**src/rtl/matmul_pkg.sv**
```systemverilog
// Shared definitions for the result transmit path.
//   - default matrix geometry (9 elements of 16 bits, row-major R00..R22)
//   - default sync header byte
//   - sequencer state encoding (constants plus the enum built on them)
//   - frame_len(): bytes per frame for a given header/checksum setup
package matmul_pkg;

  localparam int         N_ELEM_DEF      = 9;
  localparam int         ELEM_W_DEF      = 16;
  localparam logic [7:0] HEADER_BYTE_DEF = 8'hA5;

  localparam logic [2:0] ST_IDLE      = 3'd0;
  localparam logic [2:0] ST_LOAD      = 3'd1;
  localparam logic [2:0] ST_SEND      = 3'd2;
  localparam logic [2:0] ST_WAIT_ACK  = 3'd3;
  localparam logic [2:0] ST_WAIT_DONE = 3'd4;
  localparam logic [2:0] ST_NEXT      = 3'd5;
  localparam logic [2:0] ST_FINISH    = 3'd6;

  typedef enum logic [2:0] {
    S_IDLE      = ST_IDLE,
    S_LOAD      = ST_LOAD,
    S_SEND      = ST_SEND,
    S_WAIT_ACK  = ST_WAIT_ACK,
    S_WAIT_DONE = ST_WAIT_DONE,
    S_NEXT      = ST_NEXT,
    S_FINISH    = ST_FINISH
  } seq_state_e;

  // Optional header + payload bytes + optional checksum.
  function automatic int frame_len(input int header_en, input int n_elem,
                                   input int elem_w, input int cksum_en);
    return header_en + n_elem * (elem_w / 8) + cksum_en;
  endfunction

endpackage

```
**src/rtl/tx_byte_handshake.sv**
```systemverilog
// Per-byte handshake engine toward uart_tx.
// The sequencer owns the state register; this block decodes its current
// phase into the transmit strobe and the phase-exit conditions, and keeps
// the acknowledge timeout counter.
//
// Handshake: tx_start is high for the single SEND cycle. uart_tx accepts by
// raising tx_busy (seen in WAIT_ACK); the byte has left when tx_busy falls
// again (seen in WAIT_DONE). No busy within ACK_TIMEOUT cycles of WAIT_ACK
// is reported as ack_timeout.
//
// Ports:
//   bclk, rst        clock, asynchronous active-high reset
//   clr              drop the counter (frame abort)
//   in_send          sequencer is in SEND
//   in_wait_ack      sequencer is in WAIT_ACK
//   in_wait_done     sequencer is in WAIT_DONE
//   tx_busy          uart_tx busy
//   tx_start         transmit strobe
//   ack_seen         WAIT_ACK may advance (busy observed)
//   ack_timeout      WAIT_ACK gave up (last allowed cycle, still no busy)
//   byte_done        WAIT_DONE may advance (busy dropped)
module tx_byte_handshake #(
  parameter int ACK_TIMEOUT = 8
) (
  input  logic bclk,
  input  logic rst,
  input  logic clr,
  input  logic in_send,
  input  logic in_wait_ack,
  input  logic in_wait_done,
  input  logic tx_busy,
  output logic tx_start,
  output logic ack_seen,
  output logic ack_timeout,
  output logic byte_done
);

  localparam int CNT_W = $clog2(ACK_TIMEOUT + 1);

  logic [CNT_W-1:0] cnt_q, cnt_d;

  // Counts the WAIT_ACK cycles already spent without busy; saturates so it
  // can never wrap even if the phase is held longer than expected.
  always_comb begin
    cnt_d = cnt_q;
    if (clr || in_send) begin
      cnt_d = '0;
    end else if (in_wait_ack && !tx_busy && (cnt_q != CNT_W'(ACK_TIMEOUT))) begin
      cnt_d = cnt_q + 1'b1;
    end
  end

  always_ff @(posedge bclk or posedge rst) begin
    if (rst) begin
      cnt_q <= '0;
    end else begin
      cnt_q <= cnt_d;
    end
  end

  assign tx_start    = in_send;
  assign ack_seen    = in_wait_ack && tx_busy;
  // Fires on the ACK_TIMEOUT-th WAIT_ACK cycle; a busy arriving in that same
  // cycle still counts as an acknowledge.
  assign ack_timeout = in_wait_ack && !tx_busy && (cnt_q == CNT_W'(ACK_TIMEOUT - 1));
  assign byte_done   = in_wait_done && !tx_busy;

endmodule

```
**src/rtl/result_tx_sequencer.sv**
```systemverilog
// Serializes the Calculator's 3x3 result matrix into a UART byte stream:
//   [HEADER_BYTE] R00.hi R00.lo R01.hi ... R22.lo [XOR of payload bytes]
// The matrix is captured into a shadow register when a start is accepted,
// so the bus may change while the frame is on the line.
//
// Ports:
//   bclk, rst   clock, asynchronous active-high reset
//   start       one-cycle send request, honoured only when idle
//   abort       synchronous cancel; beats a coincident start
//   result      flat matrix, R00 at [ELEM_W-1:0]
//   tx_busy     uart_tx busy
//   tx_data     byte presented to uart_tx, stable from SEND to end of WAIT_DONE
//   tx_start    one-cycle transmit strobe
//   busy        frame in progress (any state but IDLE)
//   done        one-cycle pulse when a whole frame has gone out
//   error       sticky ack-timeout flag, cleared by the next accepted start
module result_tx_sequencer #(
  parameter int         N_ELEM      = matmul_pkg::N_ELEM_DEF,
  parameter int         ELEM_W      = matmul_pkg::ELEM_W_DEF,  // multiple of 8
  parameter int         HEADER_EN   = 1,
  parameter logic [7:0] HEADER_BYTE = matmul_pkg::HEADER_BYTE_DEF,
  parameter int         CKSUM_EN    = 1,
  parameter int         ACK_TIMEOUT = 8
) (
  input  logic                     bclk,
  input  logic                     rst,
  input  logic                     start,
  input  logic                     abort,
  input  logic [N_ELEM*ELEM_W-1:0] result,
  input  logic                     tx_busy,
  output logic [7:0]               tx_data,
  output logic                     tx_start,
  output logic                     busy,
  output logic                     done,
  output logic                     error
);

  import matmul_pkg::*;

  localparam int BPE       = ELEM_W / 8;
  localparam int PAY_BYTES = N_ELEM * BPE;
  localparam int FRAME_LEN = frame_len(HEADER_EN, N_ELEM, ELEM_W, CKSUM_EN);
  localparam int IDX_W     = (FRAME_LEN > 1) ? $clog2(FRAME_LEN) : 1;
  localparam int RES_W     = N_ELEM * ELEM_W;
  localparam int BIT_W     = $clog2(RES_W);

  seq_state_e       state_q, state_d;
  logic [RES_W-1:0] shadow_q, shadow_d;
  logic [IDX_W-1:0] idx_q, idx_d;
  logic [7:0]       cksum_q, cksum_d;
  logic [7:0]       tx_data_q, tx_data_d;
  logic             error_q, error_d;

  logic             hs_tx_start, ack_seen, ack_timeout, byte_done;

  // ---------------------------------------------------------------------
  // Byte selection for the current index
  // ---------------------------------------------------------------------
  int               pay_k;
  logic             is_header, is_payload;
  logic [BIT_W-1:0] pay_lsb;
  logic [7:0]       pay_byte, sel_byte;

  always_comb begin
    pay_k      = int'(idx_q) - HEADER_EN;
    is_header  = (HEADER_EN != 0) && (idx_q == '0);
    is_payload = (pay_k >= 0) && (pay_k < PAY_BYTES);
    pay_lsb    = '0;
    // Element pay_k/BPE, byte pay_k%BPE counted from its MSB (big-endian).
    if (is_payload) begin
      pay_lsb = BIT_W'((pay_k / BPE) * ELEM_W + ELEM_W - 8 - 8 * (pay_k % BPE));
    end
    pay_byte = shadow_q[pay_lsb +: 8];
    if (is_header) begin
      sel_byte = HEADER_BYTE;
    end else if (is_payload) begin
      sel_byte = pay_byte;
    end else begin
      sel_byte = cksum_q;
    end
  end

  // ---------------------------------------------------------------------
  // Sequencer FSM
  // ---------------------------------------------------------------------
  always_comb begin
    state_d   = state_q;
    shadow_d  = shadow_q;
    idx_d     = idx_q;
    cksum_d   = cksum_q;
    tx_data_d = tx_data_q;
    error_d   = error_q;

    if (abort) begin
      // Leaves any active state; in IDLE this just swallows a coincident
      // start. A byte already taken by uart_tx finishes on its own.
      state_d = S_IDLE;
    end else begin
      case (state_q)
        S_IDLE: begin
          if (start) begin
            shadow_d = result;
            idx_d    = '0;
            cksum_d  = '0;
            error_d  = 1'b0;
            state_d  = S_LOAD;
          end
        end
        S_LOAD: begin
          tx_data_d = sel_byte;
          state_d   = S_SEND;
        end
        S_SEND: begin
          state_d = S_WAIT_ACK;
        end
        S_WAIT_ACK: begin
          if (ack_seen) begin
            state_d = S_WAIT_DONE;
          end else if (ack_timeout) begin
            error_d = 1'b1;
            state_d = S_IDLE;
          end
        end
        S_WAIT_DONE: begin
          if (byte_done) begin
            state_d = S_NEXT;
          end
        end
        S_NEXT: begin
          if (is_payload) begin
            cksum_d = cksum_q ^ tx_data_q;
          end
          if (idx_q == IDX_W'(FRAME_LEN - 1)) begin
            state_d = S_FINISH;
          end else begin
            idx_d   = idx_q + 1'b1;
            state_d = S_LOAD;
          end
        end
        S_FINISH: begin
          state_d = S_IDLE;
        end
        default: begin
          state_d = S_IDLE;
        end
      endcase
    end
  end

  always_ff @(posedge bclk or posedge rst) begin
    if (rst) begin
      state_q   <= S_IDLE;
      shadow_q  <= '0;
      idx_q     <= '0;
      cksum_q   <= '0;
      tx_data_q <= '0;
      error_q   <= 1'b0;
    end else begin
      state_q   <= state_d;
      shadow_q  <= shadow_d;
      idx_q     <= idx_d;
      cksum_q   <= cksum_d;
      tx_data_q <= tx_data_d;
      error_q   <= error_d;
    end
  end

  tx_byte_handshake #(
    .ACK_TIMEOUT (ACK_TIMEOUT)
  ) u_handshake (
    .bclk         (bclk),
    .rst          (rst),
    .clr          (abort),
    .in_send      (state_q == S_SEND),
    .in_wait_ack  (state_q == S_WAIT_ACK),
    .in_wait_done (state_q == S_WAIT_DONE),
    .tx_busy      (tx_busy),
    .tx_start     (hs_tx_start),
    .ack_seen     (ack_seen),
    .ack_timeout  (ack_timeout),
    .byte_done    (byte_done)
  );

  assign tx_data  = tx_data_q;
  assign tx_start = hs_tx_start;
  assign busy     = (state_q != S_IDLE);
  assign done     = (state_q == S_FINISH);
  assign error    = error_q;

endmodule

```
**config.mk**
```make
export PLATFORM = sky130hd
export DESIGN_NAME = result_tx_sequencer
export DESIGN_NICKNAME = d
export VERILOG_FILES = /design/src/rtl/matmul_pkg.sv /design/src/rtl/tx_byte_handshake.sv /design/src/rtl/result_tx_sequencer.sv
export SDC_FILE = /design/constraint.sdc
export NUM_CORES = 1
export LEC_CHECK = 0
export BUFFER_PORTS_ARGS = -buffer_cell sky130_fd_sc_hd__buf_2
export CORE_UTILIZATION = 50
export DETAILED_ROUTE_END_ITERATION = 8
export PLACE_DENSITY_LB_ADDON = 0.15
export SYNTH_ARGS = -nofsm -noshare
export SYNTH_HDL_FRONTEND = slang
export SYNTH_SLANG_ARGS = --single-unit
```
**constraint.sdc**
```tcl
create_clock -name bclk -period 6.53 [get_ports bclk]
set_input_delay 0.9795 -clock bclk [delete_from_list [all_inputs] [get_ports bclk]]
set_output_delay 0.9795 -clock bclk [all_outputs]
set_load 0.1 [all_outputs]
```
==> impl_metrics.toml, run 1 <==
[run_status]
status = "completed"

[clock_network]
clock_latency_ns = 0.43
post_cts_buffers = 0
cts_buffer_depth = 2
cts_root_buf = "clkbuf_16"
cts_hold_buf = 0
cts_made_buffers = 17
ctsResizeCount = 0
clk_pin_slew_worst_paths_ns = 0.07
clock-sinks = 173
cts_tree = "done"
h-tree-depth = 4

[yosys]
synthDistinctLibCells = 77
ys_warn_count = 0
ys_seq_elements = 173
yosysSeqAreaShare_pct = 49.6
ys.flop_type = "dfrtp_1"
synthCells = 1044
synth_edf_count = 0
synthesis.nets = 1202
async_reset_ff_share_pct = 100
avgSynthCellArea_um2 = 8.36
netlist_area_um2 = 8730

[place]
port_buffers = 160
place_worst_setup_slack_ns = 1.98
place_inst = 1367
routabilityCongestion = 0.906
detailed_place_hpwl_mm = 16.2

[flow_run]
drv_cap = 0

[finish]
final_common_cell = "nand2_1"
fin_nets = 1324
num_antenna_cells = 0
area.growth.synth_to_final_pct = 16.6
drive_gt1_share_pct = 20.0
final_cell_mix = "nand2_1 (497), dfrtp_1 (173), buf_2 (160)"
instances_no_fill = 1399

[die]
rows = 47
dieArea_um2 = 18000
initial_core_util_pct = 51.9
die_width_um = 134
dieHeight_um = 134
ios = 161
core_um2 = 16800

[timing]
slew_headroom_pct = 35.7
setup_viol = 0
max_freq_ghz = 0.215
rsz0062_at_grt = "false"
finClkSkew_ns = 0.00826
tightest_slew_ns = 0.965
fin_ws_ns = 1.87
whs_ns = 0.468
finalMaxSlewViolations = 0
finalSetupTns_ns = 0
fin_crit_sh_pct = 71.3
hold_viol = 0
min_period_ns = 4.66

[worst_setup_path]
crit_fanout = 20
critPathCaptureType = "flop"
cp.arrival_ns = 4.94
required_ns = 6.81
worstSetupPathType = "reg -> reg"
cp-startpoint = "idx_q[0]"
critPathLaunchType = "flop"
r2r_slack_ns = 1.87
r2r-start = "idx_q[0]"

[routing]
dr.pass1.iters = 5
ant_nets = 0
vias = 7580
routed_wl_mm = 23.5
drc = 0
via_per_inst = 5.42
first_iter_violations = 474
routedWlPerCell_um = 16.8

[min_path]
min-delay-path-class = "reg -> reg"
min_from = "shadow_q[34]"

[pwr]
p_leak_nw = 5.20
power_density_nw_per_um2 = 299
ir_drop_mv = 0.215
pwr-share-seq_pct = 48.0
p_sw_w = 0.000950
p_sw_share_pct = 31.2
total_power_w = 0.00305
p_int_w = 0.00210
clkPwrFrac_pct = 34.5
combPwrFrac_pct = 17.5

[global_routing]
grt_first_pass_wirelength_mm = 38.1
grt_pass1_vias = 7372
grt.total_usage_pct = 27.6
grt_overflow_total = 0
antenna_found_initial = 0
grt_max_degree = 156
## critical path, cell delays in order, from the launching register on
cell and delay (ns):
dfrtp_1 0.35, clkinv_1 0.48, ha_1 0.90, nor2_1 0.11
ha_1 0.21, xnor2_1 0.14, xnor2_1 0.20, ha_1 0.30
xnor2_1 0.14, nand2_1 0.07, o22ai_1 0.09, a211oi_2 0.80
o22ai_1 0.21, a2111oi_0 0.36, a221oi_1 0.14
## cells by family (layout without fill, tap and decap cells)
group | count (synthesis) | after routing | share of synthesized area, %
compound gates | 127 | 127 | 10.3
buf+inv | 74 | 209 | 3.97
simple gates | 613 | 613 | 29.0
fa+ha+maj | 9 | 9 | 1.29
flops | 173 | 173 | 49.6
xor+xnor | 20 | 20 | 2.01
mux | 28 | 28 | 3.76
## sequential cells by signal, indices dropped and copies added, names as in the netlist
name,flops
u_handshake.cnt_q,4
cksum_q,8
state_q,3
error,1
tx_data,8
shadow_q,144
idx_q,5
## path summary, 6_finish.rpt
check,end,depth (start not counted)
worst max-delay path,tx_data[2],14
min in group asynchronous,shadow_q[74],2
worst max register to register,tx_data[2],14
worst min-delay path,shadow_q[34],2
max in group asynchronous,u_handshake.cnt_q[3],3
worst min register to register,shadow_q[34],2
## metal layers
layer	vias up	GRT usage, %	routed length, um
li1	3681	-	-
met1	3630	37.8	10800
met2	244	44.7	11100
met3	25	4.76	1150
met4	0	8.74	457
met5	-	0	0
## power by group through the flow
stage / sequential (W) / combinational, W / clock, W
after global routing: 0.00149 / 0.000609 / 0.00110
after global placement: 0.00148 / 0.000521 / 0
final: 0.00146 / 0.000533 / 0.00105
after CTS: 0.00146 / 0.000539 / 0.00106
after detailed placement: 0.00147 / 0.000533 / 0
after floorplan: 0.00144 / 0.000368 / 0
## final cells by class
| type | instances | area, um^2 |
|---|---|---|
| fill | 1536 | 6640 |
| clock inverter | 14 | 178 |
| tap | 220 | 275 |
| sequential | 173 | 4330 |
| multi-input combinational | 797 | 4060 |
| clock buffer | 18 | 429 |
| inverter | 10 | 42.5 |
| timing repair buffer | 167 | 866 |
## metrics by stage
stage | util [%] | cell area (um^2)
2_1_floorplan | - | 8730
3_3_place_gp | 56.9 | 9570
3_5_place_dp | 56.9 | 9570
4_1_cts | 60.5 | 10200
5_1_grt | 60.5 | 10200
6_report | 60.5 | 10200
## Yosys cell counts, types with 10 or more instances
| master | number | area share [%] |
|---|---|---|
| buf_2 | 10 | 0.57 |
| mux2i_1 | 17 | 2.0 |
| o22ai_1 | 13 | 0.93 |
| o21ai_0 | 17 | 0.98 |
| nand3_1 | 20 | 1.1 |
| a21oi_1 | 25 | 1.4 |
| nor2_1 | 38 | 1.6 |
| nand2_1 | 497 | 21 |
| nor3_1 | 10 | 0.57 |
| xor2_1 | 14 | 1.4 |
| clkbuf_1 | 43 | 1.8 |
| dfrtp_1 | 173 | 50 |
No activity file was read; power rests on OpenSTA's default activity.
==> run 2, diff against run 1 <==
--- a/config.mk
+++ b/config.mk
@@ -5,6 +5,7 @@
 export SDC_FILE = /design/constraint.sdc
 export NUM_CORES = 1
 export LEC_CHECK = 0
+export ABC_AREA = 1
 export BUFFER_PORTS_ARGS = -buffer_cell sky130_fd_sc_hd__buf_2
 export CORE_UTILIZATION = 50
 export DETAILED_ROUTE_END_ITERATION = 8
==> constraint.sdc (replaced) <==
create_clock -name bclk -period 4.2 [get_ports bclk]
set_input_delay 0.63 -clock bclk [delete_from_list [all_inputs] [get_ports bclk]]
set_output_delay 0.63 -clock bclk [all_outputs]
set_load 0.1 [all_outputs]
==> impl_metrics.toml, run 2 <==
[worst_setup_path]
cp_slowest_cell = "dfrtp_2"
cp.arrival_ns = 3.70
crit_top_cell = "nand2_1"
path_cells = "inv_2, ha_1, inv_1, nand2_1, inv_1, ha_1, xnor2_1, ha_1, a21oi_1, o21ai_0, nor2_1, nor2_1, nor2_1, nand2_1, nor2_4, nand2_1, nand2_1, nand2_1, a21oi_2"
critPathCaptureType = "flop"
critPathBufInv = 3
worstSetupPathType = "reg -> reg"
crit_fanout = 14
required_ns = 4.56
cp_slowest_stage_delay_ns = 0.42
path_delay_family = "simple AND/OR/NAND/NOR gates"
critPathLaunchType = "flop"

[yosys]
avgSynthCellArea_um2 = 7.38
async_reset_ff_share_pct = 100
yosysSeqAreaShare_pct = 48.9
synthCells = 1199
ys_warn_count = 0
synthDistinctLibCells = 37
netlist_area_um2 = 8850
ys_seq_elements = 173
synth_edf_count = 0
yosysMostFrequentCell = "nand2_1"
synth_common_cells = "nand2_1 (495), dfrtp_1 (173), inv_1 (109)"
yosysTopAreaCell = "dfrtp_1"
ys.flop_type = "dfrtp_1"
synth_top_area_share_pct = 48.9
synthesis.nets = 1357
synth.area.top_cells = "dfrtp_1 (49%), nand2_1 (21%), o21ai_0 (5.1%)"

[routing]
dr.pass1.iters = 5
vias = 8096
ant_nets = 0
routed_wl_mm = 23.7
via_per_inst = 5.16
drc = 0
routedWlPerCell_um = 15.1
first_iter_violations = 631

[flow_run]
drv_cap = 0

[finish]
drive_gt1_share_pct = 17.7
num_antenna_cells = 0
area.growth.synth_to_final_pct = 18.0
largest_reg_flops = 144
regMostFlops = "shadow_q"
multi_input_comb_area_um2 = 3810
final_cell_mix = "nand2_1 (495), dfrtp_1 (172), buf_2 (160)"
final_common_cell = "nand2_1"
nFillCells = 1637
fin_nets = 1489
seq_area_um2 = 4330

[timing]
finalSetupTns_ns = 0
tightest_slew_ns = 1.07
finClkSkew_ns = 0.00794
whs_ns = 0.387
rsz0062_at_grt = "false"
max_freq_ghz = 0.299
hold_viol = 0
finalMaxSlewViolations = 0
setup_viol = 0
min_period_ns = 3.34
slew_headroom_pct = 28.4
fin_crit_sh_pct = 79.5

[clock_network]
cts_made_buffers = 17
ctsResizeCount = 0
clock-sinks = 173
post_cts_buffers = 0
cts_root_buf = "clkbuf_16"
cts_buffer_depth = 2
clock_latency_ns = 0.43
cts_hold_buf = 0
clk_pin_slew_worst_paths_ns = 0.07
cts_tree = "done"
h-tree-depth = 4

[die]
die_width_um = 135
ios = 161
rows = 48
dieArea_um2 = 18200
core_um2 = 17300
dieHeight_um = 135
initial_core_util_pct = 51.1

[global_routing]
grt.total_usage_pct = 27.3
grt_max_degree = 76
grt_first_pass_wirelength_mm = 38.5
grt_overflow_total = 0
antenna_found_initial = 0
grt_pass1_vias = 7535

[min_path]
min-delay-path-class = "in -> reg"

[place]
routabilityCongestion = 0.859
port_buffers = 160
detailed_place_hpwl_mm = 16.8

[run_status]
status = "completed"

[pwr]
power_density_nw_per_um2 = 511
ir_drop_mv = 0.323
p_leak_nw = 5.58
==> run 2: where the power goes <==
part	switching (W)	internal [W]	leakage (nW)	total (W)
registers	0.000275	0.00217	2.16	0.00244
clock network	0.000709	0.000967	0.305	0.00168
logic	0.000796	0.000420	3.12	0.00122
total	0.00178	0.00355	5.58	0.00533
==> run 2: stage by stage <==
step	power (W)	worst slack [ns]	std cells	util (%)	area (um^2)
2_1_floorplan	0.00323	1.17	1199	-	8850
3_3_place_gp	0.00364	0.998	1537	56.7	9810
6_report	0.00533	0.860	1569	60.3	10400
4_1_cts	0.00535	0.913	1569	60.3	10400
3_5_place_dp	0.00367	0.966	1537	56.7	9810
5_1_grt	0.00565	0.587	1569	60.3	10400
==> run 2: logic make-up after synthesis <==
| kind of cell | Yosys count | synth area share [%] |
|---|---|---|
| compound gates | 157 | 9.38 |
| xor+xnor | 2 | 0.198 |
| fa+ha+maj | 9 | 1.27 |
| buf+inv | 177 | 8.10 |
| flops | 173 | 48.9 |
| simple gates | 681 | 32.1 |
==> run 2: per-layer routing <==
metal | part of all wire, % | vias to the layer above | track usage, % | wire length, um
met5 | 0 | - | 0 | 0
met4 | 1.6 | 0 | 7.05 | 376
met3 | 6.4 | 27 | 4.50 | 1520
met2 | 46 | 299 | 42.4 | 10900
met1 | 46 | 3730 | 39.8 | 10900
li1 | - | 4040 | - | -
==> run 2: final timing paths <==
check                      cells after the start  slack, ns            end        from
max                                           19       0.86     tx_data[7]    idx_q[0]
min                                            3       0.39   shadow_q[62]  result[62]
max reg2reg                                   19       0.86     tx_data[7]    idx_q[0]
min reg2reg                                    1       0.47     cksum_q[1]  cksum_q[1]
max in group asynchronous                      3       2.88  shadow_q[113]         rst
min in group asynchronous                      2       0.44   shadow_q[72]         rst
==> run 2: area by class of cell <==
class	count	share of cell area (%)
Multi-Input combinational cell	849	36.5
Clock buffer	18	4.21
Tap cell	225	2.70
Timing Repair Buffer	173	8.97
Inverter	117	4.34
Sequential cell	173	41.5
Clock inverter	14	1.75
==> run 2: tightest hold or removal path: stages <==
cell and delay [ns]:
buf_2 0.07, nand2_1 0.04, nand2_1 0.04
==> run 3, diff against run 2 <==
==> constraint.sdc (replaced) <==
create_clock -name bclk -period 2.9 [get_ports bclk]
set_input_delay 0.435 -clock bclk [delete_from_list [all_inputs] [get_ports bclk]]
set_output_delay 0.435 -clock bclk [all_outputs]
set_load 0.1 [all_outputs]
==> impl_metrics.toml, run 3 (synthesized netlist as in run 2, its figures left out) <==
[pwr]
p_leak_nw = 5.75
pwr-share-seq_pct = 45.9
ir_drop_mv = 0.540
power_density_nw_per_um2 = 712
p_int_w = 0.00509
clkPwrFrac_pct = 30.6
combPwrFrac_pct = 23.5
p_sw_w = 0.00258
p_sw_share_pct = 33.6
total_power_w = 0.00767

[timing]
slew_headroom_pct = 53.4
hold_viol = 0
min_period_ns = 2.92
finalMaxSlewViolations = 0
rsz0062_at_grt = "true"
fin_ws_ns = -0.0165
max_freq_ghz = 0.343
setup_viol = 4
tightest_slew_ns = 0.697
fin_crit_sh_pct = 101
finClkSkew_ns = 0.00750
whs_ns = 0.0965

[finish]
num_antenna_cells = 0
utilization_pct = 62.3
final_cell_mix = "nand2_1 (488), dfrtp_1 (171), buf_2 (160)"
drive_gt1_share_pct = 21.1
nFillCells = 1585
final_common_cell = "nand2_1"
seq_area_um2 = 4330
area.growth.synth_to_final_pct = 21.8
largest_reg_flops = 144
multi_input_comb_area_um2 = 3900
fin_nets = 1520
regMostFlops = "shadow_q"

[clock_network]
h-tree-depth = 4
clock-sinks = 173
cts_buffer_depth = 2
clock_latency_ns = 0.44
cts_made_buffers = 17
cts_root_buf = "clkbuf_16"
clk_pin_slew_worst_paths_ns = 0.07
cts_tree = "done"

[die]
rows = 48
dieHeight_um = 135
ios = 161
die_width_um = 135
dieArea_um2 = 18200
initial_core_util_pct = 51.1
core_um2 = 17300

[routing]
wl_met3_mm = 1.52
routedWlPerCell_um = 14.9
ant_nets = 0
met2WireLength_mm = 10.9
dr.max_layer_used = "met4"
via_per_inst = 5.13
dr.pass1.iters = 5
routed_wl_mm = 23.8
vias = 8210
routedLengthMet1_mm = 11.0
first_iter_violations = 675
drc = 0

[worst_setup_path]
required_ns = 3.27
path_delay_family = "simple AND/OR/NAND/NOR gates"
critPathLaunchType = "flop"
cp_slowest_cell = "dfrtp_2"
critPathBufInv = 5
path_cells = "inv_4, ha_4, inv_2, nand2_2, inv_2, ha_4, xnor2_2, ha_1, buf_4, nand3b_1, nand3_4, inv_4, nor2_8, nand2_2, nor2_4, nand2_2, nand2_2, nand2_2, a21oi_2"
critPathCaptureType = "flop"
worstSetupPathType = "reg -> reg"
crit_fanout = 9
crit_top_cell = "nand2_2"
cp.arrival_ns = 3.29
cp_slowest_stage_delay_ns = 0.45

[place]
place_worst_setup_slack_ns = 0.0413
port_buffers = 160
routabilityCongestion = 0.867
detailed_place_hpwl_mm = 17.3

[global_routing]
grt_overflow_total = 0
grt_first_pass_wirelength_mm = 38.8
antenna_found_initial = 0
grt_pass1_vias = 7683
grt.total_usage_pct = 27.8
grt_max_degree = 62

[run_status]
violations = "negative setup slack"
status = "complete, but fails checks"

[flow_run]
drv_cap = 0

[min_path]
min-delay-path-class = "in -> async"
-- run 3: cell count changes in the layout (fill, tap and decap cells not counted), moves of 4 or more --
cell | previous run | this run
buf_4 | 10 | 38
nand2_2 | 6 | 13
nand2_1 | 495 | 488
inv_1 | 107 | 103
-- run 3: timing repair --
| item | 4_1_cts | 5_1_grt |
|---|---|---|
| hold buffers | 0 | 0 |
| endpoints found under the setup margin | 0 | 8 |
| resized for setup | 0 | 26 |
| buffers inserted | 0 | 7 |
-- run 3: worst reg2reg max path: stages, from the launching register on --
cell      delay [ns]
dfrtp_2         0.45
inv_4           0.07
ha_4            0.28
inv_2           0.04
nand2_2         0.06
inv_2           0.05
ha_4            0.16
xnor2_2         0.12
ha_1            0.34
buf_4           0.15
nand3b_1        0.19
nand3_4         0.13
inv_4           0.05
nor2_8          0.15
nand2_2         0.08
nor2_4          0.21
nand2_2         0.07
nand2_2         0.08
nand2_2         0.06
a21oi_2         0.12
-- run 3: final timing paths --
path / slack, ns / startpoint / end / cells past startpoint
worst max register to register: -0.02 / idx_q[1] / tx_data[7] / 19
max in group asynchronous: 1.97 / rst / shadow_q[62] / 3
worst min register to register: 0.47 / cksum_q[1] / cksum_q[1] / 1
min in group bclk: 0.18 / result[24] / shadow_q[24] / 3
worst min-delay path: 0.1 / rst / shadow_q[77] / 2
worst max-delay path: -0.02 / idx_q[1] / tx_data[7] / 19
-- run 3: final cells by class --
type / instances / area share (%)
Inverter: 117 / 4.25
Timing Repair Buffer: 204 / 11.2
Sequential cell: 173 / 40.2
Clock buffer: 18 / 4.08
Multi-Input combinational cell: 849 / 36.2
Clock inverter: 14 / 1.46
Tap cell: 225 / 2.61
-- run 3: power by group through the flow --
stage | logic [W] | clock network [W] | registers (W)
finish | 0.00180 | 0.00235 | 0.00352
global route | 0.00208 | 0.00246 | 0.00359
CTS | 0.00180 | 0.00236 | 0.00351
detailed placement | 0.00178 | 0 | 0.00355
global placement | 0.00174 | 0 | 0.00354
floorplan | 0.00121 | 0 | 0.00347
-- run 3: metrics by stage --
step | instances | setup TNS [ns] | cell area [um^2]
6_report | 1600 | -0.0408 | 10800
2_1_floorplan | 1199 | 0 | 8850
4_1_cts | 1593 | 0 | 10600
3_5_place_dp | 1561 | 0 | 10000
5_1_grt | 1600 | -1.38 | 10800
3_3_place_gp | 1561 | 0 | 10000
-- run 3: routing by layer --
metal	vias to the layer above	global-route usage, %
met2	264	43.1
met1	3802	39.4
met5	-	0
li1	4106	-
met3	38	5.26
met4	0	8.68
